`src/rtl/os_drain_collector_if.sv`:
```
// Result stream between the drain collector and the result writer.
// The collector is the master (drives the head word and res_valid) and the
// writer is the slave (drives res_ready).
interface os_drain_collector_if #(
  parameter int D_W    = 8,
  parameter int N_ROWS = 4
);

  localparam int ROW_W = $clog2(N_ROWS);

  logic [2*D_W-1:0] res_data;
  logic [ROW_W-1:0] res_row;
  logic             res_last;
  logic             res_valid;
  logic             res_ready;

  modport master (
    output res_data,
    output res_row,
    output res_last,
    output res_valid,
    input  res_ready
  );

  modport slave (
    input  res_data,
    input  res_row,
    input  res_last,
    input  res_valid,
    output res_ready
  );

endinterface

```
`src/rtl/os_drain_collector.sv`:
```
// Drain collector for one output-stationary PE column.
// Captures the accumulator words that fall out of the bottom PE during a drain,
// tags each with its row index (bottom row first), and buffers them in a small
// FIFO so a stalled result writer never back-pressures the array.
// Optional feature: define OS_DRAIN_TIMEOUT_EN to abandon a drain that stays
// idle for TIMEOUT consecutive cycles and raise the sticky timeout_err_o.
module os_drain_collector #(
  parameter int D_W        = 8,
  parameter int N_ROWS     = 4,
  parameter int FIFO_DEPTH = 8,
  parameter int TIMEOUT    = 64
) (
  input  logic                  clk,
  input  logic                  rst_n,
  input  logic                  drain_start_i,
  input  logic [2*D_W-1:0]      col_data_i,
  input  logic                  col_valid_i,
  os_drain_collector_if.master  res_if,
  output logic                  busy_o,
  output logic                  overflow_o,
  output logic                  proto_err_o
`ifdef OS_DRAIN_TIMEOUT_EN
  ,
  output logic                  timeout_err_o
`endif
);

  localparam int W     = 2 * D_W;
  localparam int ROW_W = $clog2(N_ROWS);
  localparam int AW    = $clog2(FIFO_DEPTH);
  localparam int PTR_W = AW + 1;

  // Catch illegal parameter combinations at elaboration time.
  if (N_ROWS < 2) begin : g_bad_rows
    $error("os_drain_collector: N_ROWS must be at least 2");
  end
  if ((FIFO_DEPTH < N_ROWS) || ((1 << AW) != FIFO_DEPTH)) begin : g_bad_depth
    $error("os_drain_collector: FIFO_DEPTH must be a power of 2 and >= N_ROWS");
  end
  if (TIMEOUT < 1) begin : g_bad_timeout
    $error("os_drain_collector: TIMEOUT must be at least 1");
  end

  typedef enum logic {
    IDLE    = 1'b0,
    COLLECT = 1'b1
  } state_e;

  state_e             state_q;
  logic [ROW_W-1:0]   row_cnt_q;
  logic               busy_q;
  logic               proto_err_q;
  logic               overflow_q;

`ifdef OS_DRAIN_TIMEOUT_EN
  localparam int CNT_W = $clog2(TIMEOUT + 1);
  logic [CNT_W-1:0]   idle_cnt_q;
  logic               timeout_err_q;
`endif

  // FIFO storage: one entry holds the word, its row tag and its last flag.
  logic [W-1:0]       data_mem [FIFO_DEPTH];
  logic [ROW_W-1:0]   row_mem  [FIFO_DEPTH];
  logic               last_mem [FIFO_DEPTH];

  logic [PTR_W-1:0]   wr_ptr_q, wr_ptr_d;
  logic [PTR_W-1:0]   rd_ptr_q, rd_ptr_d;
  logic [AW-1:0]      wr_addr, rd_addr;

  logic               fifo_empty;
  logic               fifo_full;
  logic               capture;
  logic               cap_last;
  logic [ROW_W-1:0]   cap_row;
  logic               push;
  logic               pop;
  logic               drop;

  assign wr_addr    = wr_ptr_q[AW-1:0];
  assign rd_addr    = rd_ptr_q[AW-1:0];
  assign fifo_empty = (wr_ptr_q == rd_ptr_q);
  assign fifo_full  = (wr_addr == rd_addr) && (wr_ptr_q[AW] != rd_ptr_q[AW]);

  // A word is captured only while a drain is open; the bottom row drains first,
  // so the first word belongs to row N_ROWS-1.
  assign capture  = (state_q == COLLECT) && col_valid_i;
  assign cap_last = (row_cnt_q == ROW_W'(N_ROWS - 1));
  assign cap_row  = ROW_W'(N_ROWS - 1) - row_cnt_q;

  // A pop frees the head slot in the same cycle, so a full FIFO can still take
  // a word when the consumer is draining it; otherwise the word is lost.
  assign pop  = !fifo_empty && res_if.res_ready;
  assign push = capture && (!fifo_full || pop);
  assign drop = capture && fifo_full && !pop;

  // Head of the FIFO is presented directly from storage (first-word fall-through);
  // it reads as zero whenever nothing is buffered.
  assign res_if.res_valid = !fifo_empty;
  assign res_if.res_data  = fifo_empty ? '0 : data_mem[rd_addr];
  assign res_if.res_row   = fifo_empty ? '0 : row_mem[rd_addr];
  assign res_if.res_last  = fifo_empty ? 1'b0 : last_mem[rd_addr];

  assign busy_o      = busy_q;
  assign overflow_o  = overflow_q;
  assign proto_err_o = proto_err_q;
`ifdef OS_DRAIN_TIMEOUT_EN
  assign timeout_err_o = timeout_err_q;
`endif

  // Drain sequencing: open a drain on drain_start, count captured words, close
  // after the top-row word (or on an idle timeout when that feature is built in).
  always_ff @(posedge clk or negedge rst_n) begin
    if (!rst_n) begin
      state_q     <= IDLE;
      row_cnt_q   <= '0;
      busy_q      <= 1'b0;
      proto_err_q <= 1'b0;
`ifdef OS_DRAIN_TIMEOUT_EN
      idle_cnt_q    <= '0;
      timeout_err_q <= 1'b0;
`endif
    end else begin
      case (state_q)
        IDLE: begin
          if (drain_start_i) begin
            state_q   <= COLLECT;
            busy_q    <= 1'b1;
            row_cnt_q <= '0;
`ifdef OS_DRAIN_TIMEOUT_EN
            idle_cnt_q <= '0;
`endif
          end
        end
        COLLECT: begin
          if (drain_start_i) begin
            proto_err_q <= 1'b1;
          end
          if (col_valid_i) begin
`ifdef OS_DRAIN_TIMEOUT_EN
            idle_cnt_q <= '0;
`endif
            if (cap_last) begin
              state_q   <= IDLE;
              busy_q    <= 1'b0;
              row_cnt_q <= '0;
            end else begin
              row_cnt_q <= row_cnt_q + 1'b1;
            end
          end
`ifdef OS_DRAIN_TIMEOUT_EN
          else if (idle_cnt_q == CNT_W'(TIMEOUT - 1)) begin
            state_q       <= IDLE;
            busy_q        <= 1'b0;
            idle_cnt_q    <= '0;
            timeout_err_q <= 1'b1;
          end else begin
            idle_cnt_q <= idle_cnt_q + 1'b1;
          end
`endif
        end
        default: begin
          state_q <= IDLE;
          busy_q  <= 1'b0;
        end
      endcase
    end
  end

  // Pointer arithmetic: each pointer carries one extra wrap bit so that full and
  // empty can be told apart when the addresses coincide.
  always_comb begin
    wr_ptr_d = wr_ptr_q + PTR_W'(push);
    rd_ptr_d = rd_ptr_q + PTR_W'(pop);
  end

  // FIFO pointers and the sticky overflow flag.
  always_ff @(posedge clk or negedge rst_n) begin
    if (!rst_n) begin
      wr_ptr_q   <= '0;
      rd_ptr_q   <= '0;
      overflow_q <= 1'b0;
    end else begin
      wr_ptr_q <= wr_ptr_d;
      rd_ptr_q <= rd_ptr_d;
      if (drop) begin
        overflow_q <= 1'b1;
      end
    end
  end

  // FIFO storage write; contents are don't-care until the write pointer covers them.
  always_ff @(posedge clk) begin
    if (push) begin
      data_mem[wr_addr] <= col_data_i;
      row_mem[wr_addr]  <= cap_row;
      last_mem[wr_addr] <= cap_last;
    end
  end

endmodule

```
`src/flat_wrapper.sv`:
```
// flat-port wrapper written by rule: the top's interface ports become plain ports
module os_drain_collector_flat 
#(
  parameter int D_W        = 8,
  parameter int N_ROWS     = 4,
  parameter int FIFO_DEPTH = 8,
  parameter int TIMEOUT    = 64
)
  (clk, rst_n, drain_start_i, col_data_i, col_valid_i, busy_o, overflow_o, proto_err_o, res_if_res_data, res_if_res_row, res_if_res_last, res_if_res_valid, res_if_res_ready);
  os_drain_collector_if #(.D_W(D_W), .N_ROWS(N_ROWS)) res_if_i ();
  input  logic clk;
  input  logic rst_n;
  input  logic drain_start_i;
  input  logic [2*D_W-1:0] col_data_i;
  input  logic col_valid_i;
  output logic busy_o;
  output logic overflow_o;
  output logic proto_err_o;
  output wire logic [$bits(res_if_i.res_data)-1:0] res_if_res_data;
  output wire logic [$bits(res_if_i.res_row)-1:0] res_if_res_row;
  output wire logic [$bits(res_if_i.res_last)-1:0] res_if_res_last;
  output wire logic [$bits(res_if_i.res_valid)-1:0] res_if_res_valid;
  input wire logic [$bits(res_if_i.res_ready)-1:0] res_if_res_ready;
  assign res_if_res_data = res_if_i.res_data;
  assign res_if_res_row = res_if_i.res_row;
  assign res_if_res_last = res_if_i.res_last;
  assign res_if_res_valid = res_if_i.res_valid;
  assign res_if_i.res_ready = res_if_res_ready;
  os_drain_collector #(.D_W(D_W), .N_ROWS(N_ROWS), .FIFO_DEPTH(FIFO_DEPTH), .TIMEOUT(TIMEOUT)) u_core (.clk(clk), .rst_n(rst_n), .drain_start_i(drain_start_i), .col_data_i(col_data_i), .col_valid_i(col_valid_i), .res_if(res_if_i), .busy_o(busy_o), .overflow_o(overflow_o), .proto_err_o(proto_err_o));
endmodule
```
`config.mk`:
```
export PLATFORM = sky130hd
export DESIGN_NAME = os_drain_collector_flat
export DESIGN_NICKNAME = d
export VERILOG_FILES = /design/src/rtl/os_drain_collector_if.sv /design/src/rtl/os_drain_collector.sv /design/src/flat_wrapper.sv
export SDC_FILE = /design/constraint.sdc
export NUM_CORES = 1
export LEC_CHECK = 0
export ABC_AREA = 1
export BUFFER_PORTS_ARGS = -buffer_cell sky130_fd_sc_hd__buf_2
export CAP_MARGIN = 30
export CORE_ASPECT_RATIO = 1.75
export CORE_UTILIZATION = 40
export DETAILED_ROUTE_END_ITERATION = 12
export PLACE_DENSITY_LB_ADDON = 0.05
export SETUP_SLACK_MARGIN = 0.15
export SYNTH_ARGS = -nofsm -noshare
export SYNTH_HDL_FRONTEND = slang
export SYNTH_SLANG_ARGS = --single-unit
```
`constraint.sdc`:
```
create_clock -name clk -period 2.2 [get_ports clk]
set_input_delay 0 -clock clk [delete_from_list [all_inputs] [get_ports clk]]
set_output_delay 0 -clock clk [all_outputs]
set_load 0.01 [all_outputs]
```
== Yosys cells after proc, flatten, opt, wreduce, memory -nomap -nowiden ==
Memories as Yosys holds them, arrays and structs flattened.
Cells that the tools add are included.
W data, S select, Z words.

* Logic and storage cells: 52
* Memories: 3
* Flip-flop bits (word level): 14
* Output and inout port bits: 23
* RAM bits: 152
* Input port bits: 21

{| class="wikitable"
|+ Memories
! memory !! words !! bits a word !! read ports !! clocked after Yosys merged registers in !! wr ports !! line !! source
|-
| u_core.data_mem || 8 || 16 || 1 || 0 || 1 || os_drain_collector.sv:62 || <nowiki>logic [W-1:0] data_mem [FIFO_DEPTH];</nowiki>
|-
| u_core.row_mem || 8 || 2 || 1 || 0 || 1 || os_drain_collector.sv:63 || <nowiki>logic [ROW_W-1:0] row_mem [FIFO_DEPTH];</nowiki>
|-
| u_core.last_mem || 8 || 1 || 1 || 0 || 1 || os_drain_collector.sv:64 || <nowiki>logic last_mem [FIFO_DEPTH];</nowiki>
|}

* Muxes and demuxes: 17
* Eq/ne operators: 7
* Add/subtract/negate cells: 4
* Bitwise operators: 1
* Reductions and logical operators: 13

{| class="wikitable"
|+ Operators with widths
! kind !! number
|-
| $mux W16 || 1
|-
| $mux W1 || 9
|-
| $add A4 B1 Y4 || 2
|-
| $mux W2 || 4
|-
| $logic_and A1 B1 Y1 || 6
|-
| $ne A2 B2 Y1 const B || 3
|-
| $eq A4 B4 Y1 || 1
|-
| $pmux W1 S2 || 2
|-
| $pmux W2 S2 || 1
|-
| $reduce_and A2 Y1 || 2
|-
| $eq A3 B3 Y1 || 1
|-
| $logic_not A1 Y1 || 3
|-
| $reduce_and A3 Y1 || 1
|-
| $add A2 B1 Y2 const B || 1
|-
| $eq A2 B2 Y1 const B || 1
|-
| $sub A2 B2 Y2 const A || 1
|-
| $logic_or A1 B1 Y1 || 1
|-
| $ne A1 B1 Y1 || 1
|-
| $not A1 Y1 || 1
|}

== Longest topological paths before layout ==
* Depth after elaboration: 7
* Gate-level depth with buffers: 10
* Mapped depth without buffers: 10

== Least setup slack after synthesis ==
No wires, ideal clock.

* Path type: register to register
* Start: register u_core.wr_ptr_q[0]
* End: memory u_core.data_mem[6][0] in the netlist's numbering, enable pin
* Required time: 1.805 ns
* Setup slack: 0.090 ns
* Clock period less this slack: 2.110 ns
* Arrival time: 1.716 ns
* Setup time: 0.395 ns
* Cell stages (with the launch flop): 8
* Path buffers: 0
* Cell sequence: dfrtp_1 > inv_1 > nand2_1 > nand2_1 > nor2_2 > nand3_1 > nand2_2 > nor2_1

* Longest elaborated chain between the ends: 7
* Elaborated cells on any way between the ends: 10
* Those cells by class: eq/ne (2); mux (2); reduce/logical (6)

{| class="wikitable"
|+ RTL lines
! what !! line !! source
|-
| start, declared || os_drain_collector.sv:66 || <nowiki>logic [PTR_W-1:0] wr_ptr_q, wr_ptr_d;</nowiki>
|-
| start signal, assigned || os_drain_collector.sv:183 || <nowiki>wr_ptr_q <= wr_ptr_d;</nowiki>
|-
| $eq A4 B4 Y1 / $eq A3 B3 Y1 (equally long branches) || os_drain_collector.sv:81, os_drain_collector.sv:82 ||
|-
| $logic_not A1 Y1 / $logic_and A1 B1 Y1 (equally long branches) || os_drain_collector.sv:92, os_drain_collector.sv:82 ||
|-
| $logic_and A1 B1 Y1 / $logic_not A1 Y1 (equally long branches) || os_drain_collector.sv:92, os_drain_collector.sv:93 ||
|-
| $logic_or A1 B1 Y1 || os_drain_collector.sv:93 || <nowiki>assign push = capture && (!fifo_full || pop);</nowiki>
|-
| $logic_and A1 B1 Y1 || os_drain_collector.sv:93 ||
|-
| $mux W1 || os_drain_collector.sv:193 || <nowiki>if (push) begin</nowiki>
|-
| $mux W1 (implied by the code) || os_drain_collector.sv:194 || <nowiki>data_mem[wr_addr] <= col_data_i;</nowiki>
|-
| end, declared || os_drain_collector.sv:62 ||
|}

Parallel ways exist; a longest one is shown, timed or not.

== Final worst setup path ==
* Start: register u_core.wr_ptr_q[0]
* End: output res_if_res_last

* Longest elaborated chain between the ends: 2

{| class="wikitable"
|+ RTL lines
! what !! line !! source
|-
| $eq A4 B4 Y1 || os_drain_collector.sv:81 || <nowiki>assign fifo_empty = (wr_ptr_q == rd_ptr_q);</nowiki>
|-
| $mux W1 || os_drain_collector.sv:101 || <nowiki>assign res_if.res_last = fifo_empty ? 1'b0 : last_mem[rd_addr];</nowiki>
|-
| end, declared || flat_wrapper.sv:21 || <nowiki>output wire logic [$bits(res_if_i.res_last)-1:0] res_if_res_last;</nowiki>
|}

No other way between the ends.

==> results.cfg <==
[sta]
finalSetupViolCount = 0
hold_violations = 0
fin_crit_sh_pct = 88.1
rsz0062_at_grt = yes
fmax_mhz = 516
period_minus_slack_ps = 1940
fin_skew_ps = 17.6
finalMaxSlewViolations = 0
tightestPinTransition_ps = 474
tns_ps = 0
maxSlewHeadroom_pct = 68.4
worst_slack_ps = 261
holdWs_ps = 8.13

[routing]
viasPerCell = 4.81
ant_nets = 0
vias = 4603
drc = 0
wl_per_cell_um = 18.4
drt_first_iter_violations = 233
drtPass1Iterations = 4
wl_um = 17600

[placement]
dp_hpwl_um = 12000
dpl_cell_area_um2 = 7490
place_congestion = 0.821
dpl.cell_count = 902
place_ws_ps = 382
io_buffers = 43

[layout]
mostFrequentLayoutCell = nand2_1
finish.utilization_pct = 49.2
final_cell_mix = nand2_1 (162), edfxtp_1 (152), nor2_1 (135)
antenna_cells = 0
design_area_um2 = 8330
instances_no_fill = 956
syn2layout_area_growth_pct = 19.8
num-nets-final = 742
drive_gt1_share_pct = 15.8

[synthesis]
synth_cell_type_count = 23
syn-cell-area_um2 = 6960
syn_inst = 638
synth_area_per_cell_um2 = 10.9
ys_warn_count = 0
synthesis.nets = 664
ys_seq_area_share_pct = 70.7
ys_ff_latch = 166

[die]
core-area_um2 = 16900
rows = 63
dieHeight_um = 176
die_w_um = 102
pin_count = 44
die_area_um2 = 17900
start_util_pct = 41.0

[setup_path]
cp_max_fo = 20
crit_type = flip-flop to output pin
critPathArrivalTime_ps = 1940
reg2regPathDepth = 9
r2r-start = u_core.rd_ptr_q[0]
start_kind = flip-flop
worstReg2RegEnd = u_core.data_mem[6][15]
worst_setup_path_end_kind = output pin
rrSetupSlack_ps = 360
cp-endpoint = res_if_res_last
critPathLaunch = u_core.wr_ptr_q[0]
cp_data_required_time_ps = 2200

[pwr]
comb_power_share_pct = 39.2
p_total_mw = 11.6
clock_power_share_pct = 24.4
p_switching_mw = 4.47
p_sw_share_pct = 38.6
seqPwrFrac_pct = 36.4
p_int_mw = 7.11
power.density_nw_per_um2 = 1390
leakage_nw = 3.33
ir_drop_mv = 0.638

[grt]
grt_pass1_vias = 4675
grt_max_degree = 58
grt_pass1_wl_um = 26700
antenna_found_initial = 0
grt_usage_pct = 21.3
overflow = 0

[clocking]
cts_buffers = 17
clock_tree.root_cell = clkbuf_16
cts_tree = yes
clockBufferDepth = 2
clk_pin_slew_worst_paths_ps = 70
clk_latency_ps = 420
clock-sinks = 166
cts_htree_levels = 4

[status]
status = finished, final reports clean

[run]
maxCapViolations = 0

[worst_hold_path]
hold_path_class = input pin to asynchronous set/reset pin
==> power groups by stage <==
stage	combinational [mW]	clock, mW	sequential [mW]
global placement	4.40	0	4.25
floorplan	2.82	0	4.22
CTS	4.60	2.88	4.22
detailed placement	4.41	0	4.27
finish	4.54	2.82	4.21
global route	5.09	3.00	4.26
==> critical path, stage by stage (launching register included) <==
cell,delay (ps)
dfrtp_1,470
inv_1,130
nand2_1,80
nand2_1,60
nor2_2,160
nand2_1,120
buf_12,170
nand2_1,110
nor2_1,60
buf_2,130
==> per-layer routing <==
metal / GRT usage [%] / part of all wire (%) / up-vias
li1: - / - / 2277
met1: 20.7 / 36 / 2248
met2: 43.5 / 61 / 66
met3: 3.44 / 1.8 / 12
met4: 6.88 / 1.3 / 0
met5: 0 / 0 / -
==> synthesized netlist by cell type, drive strengths merged <==
cell / n / area share [%]
nand2: 163 / 8.8
edfxtp: 152 / 66
nor2: 145 / 7.9
o21ai: 60 / 4.3
inv: 34 / 1.8
nand3: 26 / 1.9
buf: 22 / 2.3
dfrtp: 14 / 5.0
clkbuf: 9 / 0.52
ha: 5 / 0.90
xor2: 4 / 0.50
a21boi: 1 / 0.11
a21o: 1 / 0.11
and2: 1 / 0.090
nand4: 1 / 0.090
==> sequential cells by signal, summed over array words and instances, names as in the netlist <==
register and count:
u_core.data_mem 128, u_core.state_q 1, u_core.last_mem 8, u_core.row_cnt_q 2, u_core.row_mem 16, u_core.rd_ptr_q 4, u_core.busy_o 1, u_core.proto_err_o 1
u_core.wr_ptr_q 4, u_core.overflow_o 1
==> cell families (layout without fill, tap and decap cells) <==
logic type	after synthesis	count (layout)	share of synthesized area, %
and+or+nand+nor	336	336	18.7
AOI/OAI and AO/OA	62	62	4.53
buffers and inverters	65	156	4.66
xor gates and xnor gates	4	4	0.504
adders and majority gates	5	5	0.899
DFF	166	166	70.7
==> cell type report <==
class / instances / area (um2)
Multi-Input combinational cell: 407 / 1740
Tap cell: 227 / 284
Fill cell: 1540 / 8620
Timing Repair Buffer: 90 / 708
Clock inverter: 13 / 123
Clock buffer: 19 / 433
Inverter: 34 / 128
Sequential cell: 166 / 4920
==> worst min-delay path by stage <==
stage / end / depth (start not counted) / startpoint
3_5_place_dp: u_core.rd_ptr_q[3] / 1 / rst_n
5_1_grt: u_core.overflow_o / 2 / rst_n
4_1_cts: u_core.overflow_o / 2 / rst_n
3_3_place_gp: u_core.wr_ptr_q[3] / 1 / rst_n
6_report: u_core.overflow_o / 2 / rst_n
2_1_floorplan: u_core.busy_o / 0 / rst_n
==> timing repair <==
item / in CTS / in global routing
endpoints found under the hold margin: 148 / 0
resized for setup: 6 / 7
hold buffers: 20 / 0
endpoints found under the setup margin: 13 / 17
buffers inserted: 0 / 1
cloned: 1 / 0
Power figures use the tool's default switching activity.
